--- config.mk ---
export PLATFORM = sky130hd
export DESIGN_NAME = skew_feed_ctrl
export DESIGN_NICKNAME = d
export VERILOG_FILES = /design/src/rtl/skew_feed_ctrl.sv
export SDC_FILE = /design/constraint.sdc
export NUM_CORES = 1
export LEC_CHECK = 0
export CAP_MARGIN = 10
export CELL_PAD_IN_SITES_DETAIL_PLACEMENT = 0
export CELL_PAD_IN_SITES_GLOBAL_PLACEMENT = 2
export CORE_AREA = 2 2 91 110
export DETAILED_ROUTE_END_ITERATION = 6
export DIE_AREA = 0 0 93 112
export GPL_ROUTABILITY_DRIVEN = 0
export HOLD_SLACK_MARGIN = 0.15
export PLACE_DENSITY_LB_ADDON = 0.1
export SLEW_MARGIN = 20
export SYNTH_ARGS = -nofsm -noshare
export SYNTH_HDL_FRONTEND = slang
export SYNTH_SLANG_ARGS = --single-unit
--- constraint.sdc ---
create_clock -name clk -period 1.8 [get_ports clk]
set_input_delay 0.36 -clock clk [delete_from_list [all_inputs] [get_ports clk]]
set_output_delay 0.36 -clock clk [all_outputs]
set_load 0.02 [all_outputs]
--- src/rtl/skew_feed_ctrl.sv ---
`default_nettype none
// ============================================================================
// Module   : skew_feed_ctrl
// Brief    : Row-to-systolic skew feeder. Lane k presents an accepted row
//            element k+1 cycles after acceptance; IDLE/RUN/DRAIN frame FSM.
//            Optional macro SKEW_FEED_STALL_EN adds i_stall (global hold).
// Revision : 1.0 - initial release
// ============================================================================
module skew_feed_ctrl #(
    parameter int DATA_WIDTH = 8,
    parameter int LANES      = 4
) (
    input  logic                        clk,
    input  logic                        rst_n,
    input  logic                        i_valid,
    input  logic                        i_last,
    input  logic [LANES*DATA_WIDTH-1:0] i_data,
`ifdef SKEW_FEED_STALL_EN
    input  logic                        i_stall,
`endif
    output logic                        o_ready,
    output logic [LANES*DATA_WIDTH-1:0] o_data,
    output logic [LANES-1:0]            o_lane_valid,
    output logic                        o_last,
    output logic                        o_busy,
    output logic                        o_done
);

    localparam int c_CNT_W = $clog2(LANES);
    localparam logic [c_CNT_W-1:0] c_DRAIN_LOAD = c_CNT_W'(LANES - 1);
    localparam logic [c_CNT_W-1:0] c_CNT_ONE    = c_CNT_W'(1);

    localparam logic [1:0] c_IDLE  = 2'd0;
    localparam logic [1:0] c_RUN   = 2'd1;
    localparam logic [1:0] c_DRAIN = 2'd2;

    logic [1:0]         r_state;
    logic [1:0]         w_state_next;
    logic [c_CNT_W-1:0] r_cnt;
    logic [c_CNT_W-1:0] w_cnt_next;
    logic               r_done;
    logic               w_done_next;
    logic               w_stall;
    logic               w_advance;
    logic               w_ready;
    logic               w_accept;

`ifdef SKEW_FEED_STALL_EN
    assign w_stall = i_stall;
`else
    assign w_stall = 1'b0;
`endif

    assign w_advance = ~w_stall;
    assign w_accept  = i_valid & w_ready;

    // ------------------------------------------------------------------
    // FSM: state register
    // ------------------------------------------------------------------
    always_ff @(posedge clk or negedge rst_n) begin
        if (!rst_n) begin
            r_state <= c_IDLE;
            r_cnt   <= '0;
            r_done  <= 1'b0;
        end else if (w_advance) begin
            r_state <= w_state_next;
            r_cnt   <= w_cnt_next;
            r_done  <= w_done_next;
        end
    end

    // ------------------------------------------------------------------
    // FSM: next-state logic
    // ------------------------------------------------------------------
    always_comb begin
        w_state_next = r_state;
        w_cnt_next   = r_cnt;
        w_done_next  = 1'b0;
        case (r_state)
            c_IDLE, c_RUN: begin
                if (w_accept) begin
                    if (i_last) begin
                        w_state_next = c_DRAIN;
                        w_cnt_next   = c_DRAIN_LOAD;
                    end else begin
                        w_state_next = c_RUN;
                    end
                end
            end
            c_DRAIN: begin
                // Leave as the counter steps to zero so the done cycle is IDLE
                w_cnt_next = r_cnt - c_CNT_ONE;
                if (r_cnt == c_CNT_ONE) begin
                    w_state_next = c_IDLE;
                    w_done_next  = 1'b1;
                end
            end
            default: begin
                w_state_next = c_IDLE;
                w_cnt_next   = '0;
            end
        endcase
    end

    // ------------------------------------------------------------------
    // FSM: outputs
    // ------------------------------------------------------------------
    always_comb begin
        w_ready = 1'b0;
        o_busy  = 1'b0;
        case (r_state)
            c_IDLE:  w_ready = w_advance;
            c_RUN: begin
                w_ready = w_advance;
                o_busy  = 1'b1;
            end
            c_DRAIN: o_busy = 1'b1;
            default: w_ready = 1'b0;
        endcase
    end

    assign o_ready = w_ready;
    assign o_done  = r_done & w_advance;

    // ------------------------------------------------------------------
    // Per-lane delay lines; lane k is k+1 stages deep
    // ------------------------------------------------------------------
    for (genvar k = 0; k < LANES; k++) begin : g_lane
        logic [DATA_WIDTH-1:0] r_sh [0:k];
        logic                  r_vl [0:k];

        always_ff @(posedge clk or negedge rst_n) begin
            if (!rst_n) begin
                for (int s = 0; s <= k; s++) begin
                    r_sh[s] <= '0;
                    r_vl[s] <= 1'b0;
                end
            end else if (w_advance) begin
                // Non-accepted cycles enter as zero-data bubbles
                r_sh[0] <= w_accept ? i_data[k*DATA_WIDTH +: DATA_WIDTH] : '0;
                r_vl[0] <= w_accept;
                for (int s = k; s > 0; s--) begin
                    r_sh[s] <= r_sh[s-1];
                    r_vl[s] <= r_vl[s-1];
                end
            end
        end

        assign o_data[k*DATA_WIDTH +: DATA_WIDTH] = w_advance ? r_sh[k] : '0;
        assign o_lane_valid[k]                    = r_vl[k] & w_advance;
    end : g_lane

    // Last-row marker travels alongside the deepest lane
    logic r_last_sh [0:LANES-1];

    always_ff @(posedge clk or negedge rst_n) begin
        if (!rst_n) begin
            for (int s = 0; s < LANES; s++) begin
                r_last_sh[s] <= 1'b0;
            end
        end else if (w_advance) begin
            r_last_sh[0] <= w_accept & i_last;
            for (int s = LANES - 1; s > 0; s--) begin
                r_last_sh[s] <= r_last_sh[s-1];
            end
        end
    end

    assign o_last = r_last_sh[LANES-1] & w_advance;

endmodule : skew_feed_ctrl
`default_nettype wire
==> metrics.txt, run 1 <==
status completed; Post-Route Hold Slack around 0.34 ns; die area 0.01042 mm^2; post-route cell area between 0.004 and 0.005 mm^2; Post-DRT Antenna Nets 0; number of enable flip-flop cells after synthesis 0; data arrival time of the critical path ~1.3 ns; number of design rule violations left after detail routing 0; normalized max-slew margin 70.33%; placed wire-length estimate a little over 3000 um; post-route minimum period 1.675 ns; drt total wl approximately 4400 um; Worst VDD drop about 0.0007 V; post-synth design cell area ~0.003 mm^2; final core utilization 43.72%; relative contribution of combinational cells to total power between 20 and 25%; number of standard-cell rows in the floorplan 39; average cell area after synthesis 16.67 um^2; Overall Power 5.864 mW; Crit-path slowest cell sky130_fd_sc_hd__dfrtp_1; via count of the first global-routing pass 1467; Seq cells post-synth 93; launching element type of the critical path flip-flop; Final period util between 90 and 100%; Critical Path Most Common Cell sky130_fd_sc_hd__inv_1; global router's overall resource usage about a tenth; max frequency approximately 600 MHz; sequential share of the synthesized area 77.15%; largest cells by area after synthesis sky130_fd_sc_hd__dfrtp_1 (77%), sky130_fd_sc_hd__and2_4 (7.0%), sky130_fd_sc_hd__buf_4 (6.2%); endpoint kind of the worst setup timing path output pin; count of final setup violators 0; prevailing post-synth register cell sky130_fd_sc_hd__dfrtp_1; Unique masters post-synth 19; max-cap violations 0; Via Count 1421; TritonCTS Sinks 93; maximum level of the CTS H-tree 3; list of most frequent post-synthesis cells sky130_fd_sc_hd__dfrtp_1 (93), sky130_fd_sc_hd__buf_4 (25), sky130_fd_sc_hd__and2_4 (24), sky130_fd_sc_hd__and2_1 (9), sky130_fd_sc_hd__ha_1 (6); Sw Share 25.76%; top fanout value on the critical path 3; area share of the largest cell type after synthesis 77.15%; worst-case reg-to-reg path depth 6; routed length per instance around 12 um; quantity of I/O buffers inserted on ports 75; largest delay contributor family on the critical path flip-flops; Die W between 90 and 100 um; power density over the cells around 1400 mW/mm^2; end of the worst register-to-register path r_state[1]$_DFFE_PN0P_; max-slew violation count 0; Hold WC Path Type flip-flop to flip-flop; antenna fix cells 0; die height approximately 110 um; clock-pin slew on the worst setup and hold paths about 0.060 ns; DRC marker count from the first detailed-route iteration 38; total stage count of the critical path 5; total overflow reported by the global router 0; leading area contributor after synthesis sky130_fd_sc_hd__dfrtp_1; Synth-to-Final Area Change 35.79%; number of buffers on the longest clock path 2; cell with the most instances after synthesis sky130_fd_sc_hd__dfrtp_1; Critical Path RT approximately 1.4 ns; net switching power between 1.5 and 2 mW; Leak Pwr roughly 1.9 nW; root buffer cell sky130_fd_sc_hd__clkbuf_16; cell internal pwr roughly 4.4 mW; source of the worst register-to-register timing path r_state[0]$_DFFE_PN0P_; WP buf/inv 3; critical path class flip-flop to output pin; total CTS buffers 9; slew of the pin with the lowest slew margin approximately 0.45 ns; Cells after Synth 181; async set or reset register ratio after synthesis between 90% and 100%; starting density of the core between 30% and 40%; last element of the critical path o_ready; clock network fraction of total power ~30%; pin count of the biggest net entering global routing 36; global-route wire length before repair slightly above 7000 um; final hold violation count 0; worst setup path startpoint r_state[0]$_DFFE_PN0P_; total I/O pin count 76; number of antenna violations at the first check in global routing 0; Synth Net Count around 220; share of total power in sequential cells 45.6%; setup_tns 0 ns; post-route clock skew around 0.0053 ns; TritonCTS clock tree built; Register-to-Register Setup Slack approximately 0.42 ns; clock latency of the later-clocked register in the worst-skew pair about 0.33 ns; Yosys warning count 0; unrepaired setup endpoints after global routing false; placed cell area 0.003807 mm^2; delay of the slowest cell on the worst path between 0.3 and 0.4 ns; Final Net Count 290; core footprint about 0.0094 mm^2; fraction of layout cells with a size suffix above 1 between 20% and 30%; number of iterations in the first detailed-routing pass 4; CP cell instances inv_1, ha_2, nor2_2, inv_1, buf_2; DR vias/cell 3.789
==> layer usage <==
| layer | vias to the layer above | routed length (um) | track usage [%] |
|---|---|---|---|
| met5 | - | 0 | 0 |
| li1 | 674 | - | - |
| met4 | 0 | 133 | 7.059 |
| met1 | 697 | 1635 | 10.80 |
| met2 | 39 | 2409 | 14.93 |
| met3 | 11 | 195 | 2.842 |
==> sequential cells by signal, indices dropped and copies added, names as in the netlist <==
name and cells:
o_data 24, g_lane.r_vl 3, r_last_sh 3, r_cnt 2, o_last 1, r_state 2, o_done 1, o_lane_valid 1
g_lane.r_sh 56
==> final cells by class <==
type / count / area (um^2)
Clock buffer: 13 / 270.3
Clock inverter: 2 / 16.27
Fill cell: 875 / 5273
Inverter: 5 / 18.77
Multi-Input combinational cell: 55 / 451.7
Sequential cell: 93 / 2327
Tap cell: 123 / 153.9
Timing Repair Buffer: 84 / 858.3
==> worst min-delay path by stage <==
stage / to / start / depth (start not counted)
floorplan: g_lane[0].r_sh[0]$_DFF_PN0_ / rst_n / 0
global placement: g_lane[3].r_sh[19]$_DFF_PN0_ / g_lane[3].r_sh[27]$_DFF_PN0_ / 0
detailed placement: g_lane[3].r_sh[12]$_DFF_PN0_ / g_lane[3].r_sh[20]$_DFF_PN0_ / 0
CTS: g_lane[2].r_sh[12]$_DFF_PN0_ / g_lane[2].r_sh[20]$_DFF_PN0_ / 0
global route: o_data[30]$_DFF_PN0_ / g_lane[3].r_sh[14]$_DFF_PN0_ / 0
finish: g_lane[3].r_sh[21]$_DFF_PN0_ / g_lane[3].r_sh[29]$_DFF_PN0_ / 0
==> metrics by stage <==
stage          setup slack [ns]  cells
6_report                 0.1247    375
5_1_grt                 0.02001    375
4_1_cts                 0.03963    375
3_5_place_dp            0.03874    359
3_3_place_gp            0.07444    359
2_1_floorplan            0.4331    181
==> worst reg2reg max path: cells and delay by family (launching register included) <==
family / cells / cell delay (ns)
AND/OR/NAND/NOR: 1 / 0.13
flip-flops: 1 / 0.38
AO/OA/AOI/OAI: 2 / 0.30
adder cells (fa/ha/maj): 1 / 0.22
buffers and inverters: 2 / 0.23
==> logic make-up (layout without fill, tap and decap cells) <==
family                     count (synthesis)  count (layout)  synth area share (%)
AOI/OAI and AO/OA                          9               9                 2.364
adders and majority gates                  6               6                 2.489
buffers and inverters                     33             104                 7.963
DFF                                       93              93                 77.15
and+or+nand+nor                           40              40                 10.04
==> layout by cell type (no fill, tap or decap), types with 2 or more instances in the layout <==
cell type / instances
sky130_fd_sc_hd__inv_1: 5
sky130_fd_sc_hd__buf_12: 4
sky130_fd_sc_hd__clkdlybuf4s50_1: 72
sky130_fd_sc_hd__o21ai_0: 3
sky130_fd_sc_hd__and2_1: 9
sky130_fd_sc_hd__clkbuf_8: 3
sky130_fd_sc_hd__a32oi_1: 2
sky130_fd_sc_hd__ha_1: 5
sky130_fd_sc_hd__nand3_1: 2
sky130_fd_sc_hd__clkbuf_16: 9
sky130_fd_sc_hd__buf_4: 5
sky130_fd_sc_hd__and2_4: 24
sky130_fd_sc_hd__dfrtp_1: 93
==> timing repair <==
action / CTS / global route
endpoints found under the hold margin: 33 / 0
hold buffers: 1 / 0
setup endpoints to repair: 2 / 2
buffers inserted: 0 / 0
resized for setup: 5 / 3
==> power by group through the flow <==
stage | registers [mW] | logic (mW) | clock network (mW)
global placement | 2.70 | 1.50 | 0
finish | 2.67 | 1.44 | 1.75
CTS | 2.68 | 1.47 | 1.82
floorplan | 2.78 | 0.822 | 0
detailed placement | 2.72 | 1.50 | 0
global route | 2.72 | 1.56 | 1.92
No activity file was read; power rests on OpenSTA's default activity.
==> inputs of run 2 (changes only) <==
- clock period: 1.8 -> 1.9 ns (I/O delays scaled with it)
==> run 2 against run 1 <==
  * Worst setup slack better by 0.0025 ns
  * Combinational power down 9.7%
  * Core utilization down 0.20 points
  * Sequential power down 5%
  * Register-to-register slack better by 0.07 ns
  * Clock skew up 0.0036 ns
  * Largest power group unchanged
  * Critical path depth down 2
  * Clock-buffer cell count down 4
  * Highest routed layer unchanged
  * Sequential share of layout area up 0.29 points
==> metrics.txt, run 2 (synthesized netlist as in run 1, its figures left out) <==
total I/O pin count 76; starting density of the core roughly a third; Final Net Count just under 300; setup_tns 0 ns; top fanout value on the critical path 5; core footprint around 0.0094 mm^2; pin count of the biggest net entering global routing 38; post-route minimum period approximately 1.8 ns; placed cell area 0.003775 mm^2; Hold WC Path Type flip-flop to flip-flop; max-cap violations 0; final hold violation count 0; end of the worst register-to-register path r_cnt[1]$_DFFE_PN0P_; die height 112 um; routed length per instance approximately 12 um; Post-Route Hold Slack 0.3389 ns; max-slew violation count 0; count of final setup violators 0; number of iterations in the first detailed-routing pass 4; Leak Pwr between 1.5 and 2 nW; number of setup buffers added after CTS 0; source of the worst register-to-register timing path r_state[1]$_DFFE_PN0P_; clock-pin slew on the worst setup and hold paths around 0.070 ns; data arrival time of the critical path approximately 1.4 ns; antenna fix cells 0; slew of the pin with the lowest slew margin 0.4731 ns; total CTS buffers 9; power density over the cells roughly 1400 mW/mm^2; global-route wire length before repair 7472 um; register with the highest flop count g_lane.r_sh; DR vias/cell between 3 and 4; number of antenna violations at the first check in global routing 0; worst-case reg-to-reg path depth 6; post-route cell area about 0.004 mm^2; placed wire-length estimate approximately 3100 um; flip-flop count of the largest register after layout 56; Synth-to-Final Area Change 35.17%; max frequency 564.1 MHz; worst setup path startpoint r_state[1]$_DFFE_PN0P_; delay of the slowest cell on the worst path 0.44 ns; final-layout fill cell count 909; TritonCTS Sinks slightly above 90; post-route clock skew about 0.0089 ns; launching element type of the critical path flip-flop; Crit-path slowest cell sky130_fd_sc_hd__dfrtp_2; status completed; commonest non-fill, non-tap cell in the layout sky130_fd_sc_hd__dfrtp_1; total overflow reported by the global router 0; TritonCTS clock tree built; CP cell instances inv_1, ha_1, dlygate4sd2_1; Worst VDD drop 0.0006035 V; number of buffers on the longest clock path 2; quantity of I/O buffers inserted on ports 75; fraction of layout cells with a size suffix above 1 between 20% and 30%; critical path class flip-flop to output pin; last element of the critical path o_busy; maximum level of the CTS H-tree 3; drt total wl 4384 um; Die W around 93 um; unrepaired setup endpoints after global routing false; Register-to-Register Setup Slack 0.49 ns; number of standard-cell rows in the floorplan 39; number of design rule violations left after detail routing 0; root buffer cell sky130_fd_sc_hd__clkbuf_16; DRC marker count from the first detailed-route iteration 17; die area between 0.01 and 0.015 mm^2; via count of the first global-routing pass 1547; clock latency of the later-clocked register in the worst-skew pair between 0.3 and 0.4 ns; commonest non-fill, non-tap cells in the layout sky130_fd_sc_hd__dfrtp_1 (92), sky130_fd_sc_hd__clkdlybuf4s50_1 (72), sky130_fd_sc_hd__and2_4 (24); endpoint kind of the worst setup timing path output pin; Via Count 1431; Critical Path RT about 1.5 ns; Post-DRT Antenna Nets 0; normalized max-slew margin roughly two thirds; Final period util slightly above 90%; global router's overall resource usage about a tenth
## run 2: where the power goes
group / internal [mW] / switching, mW
Combinational: 0.677 / 0.623
Clock: 1.02 / 0.711
Sequential: 2.41 / 0.126
Total: 4.11 / 1.46
## run 2: cell type report
class | instances | area, um^2 | area share, %
clock inverters | 7 | 72.57 | 1.780
inverters | 5 | 18.77 | 0.4603
well taps | 123 | 153.9 | 3.774
multi-input cells | 55 | 449.2 | 11.02
flip-flops and latches | 93 | 2328 | 57.10
repair buffers | 83 | 829.5 | 20.34
clock buffers | 9 | 225.2 | 5.523
## run 2: stage by stage
step                power [mW]  setup slack (ns)  utilization [%]  instances
finish                   5.571            0.1271            43.52        375
global route             5.912           0.02674            43.52        375
CTS                      5.691           0.05672            43.51        375
detailed placement       3.939           0.07354            40.29        358
global placement         3.928           0.07864            40.29        358
floorplan                3.417            0.5131                -        181
## run 2: timing repair
| action | 4_1_cts | 5_1_grt |
|---|---|---|
| gates resized for setup | 5 | 1 |
| endpoints found under the hold margin | 34 | 0 |
| endpoints found under the setup margin | 2 | 2 |
| hold buffers | 1 | 0 |
## run 2: how the worst min path moves through the flow
stage,start,slack [ns],endpoint,cells after the start
final,g_lane[3].r_sh[17]$_DFF_PN0_,0.34,g_lane[3].r_sh[9]$_DFF_PN0_,0
after global routing,g_lane[3].r_sh[17]$_DFF_PN0_,0.35,g_lane[3].r_sh[9]$_DFF_PN0_,0
after CTS,g_lane[3].r_sh[17]$_DFF_PN0_,0.34,g_lane[3].r_sh[9]$_DFF_PN0_,0
after detailed placement,g_lane[2].r_sh[19]$_DFF_PN0_,0.33,g_lane[2].r_sh[11]$_DFF_PN0_,0
after global placement,g_lane[3].r_sh[16]$_DFF_PN0_,0.33,g_lane[3].r_sh[8]$_DFF_PN0_,0
after floorplan,rst_n,0.08,g_lane[0].r_sh[0]$_DFF_PN0_,0
## run 2: metal layers
layer	global-route usage [%]	vias to the layer above	wire, um
met2	16.38	39	2426
met4	6.471	0	126
li1	-	674	-
met5	0	-	0
met1	10.46	708	1620
met3	2.639	10	211
## run 2: worst max-delay path: cells and delay by family, from the launching register on
| kind | cells | cell delay [ns] |
|---|---|---|
| flip-flops | 1 | 0.44 |
| buffers and inverters | 2 | 0.40 |
| adder cells (fa/ha/maj) | 1 | 0.22 |
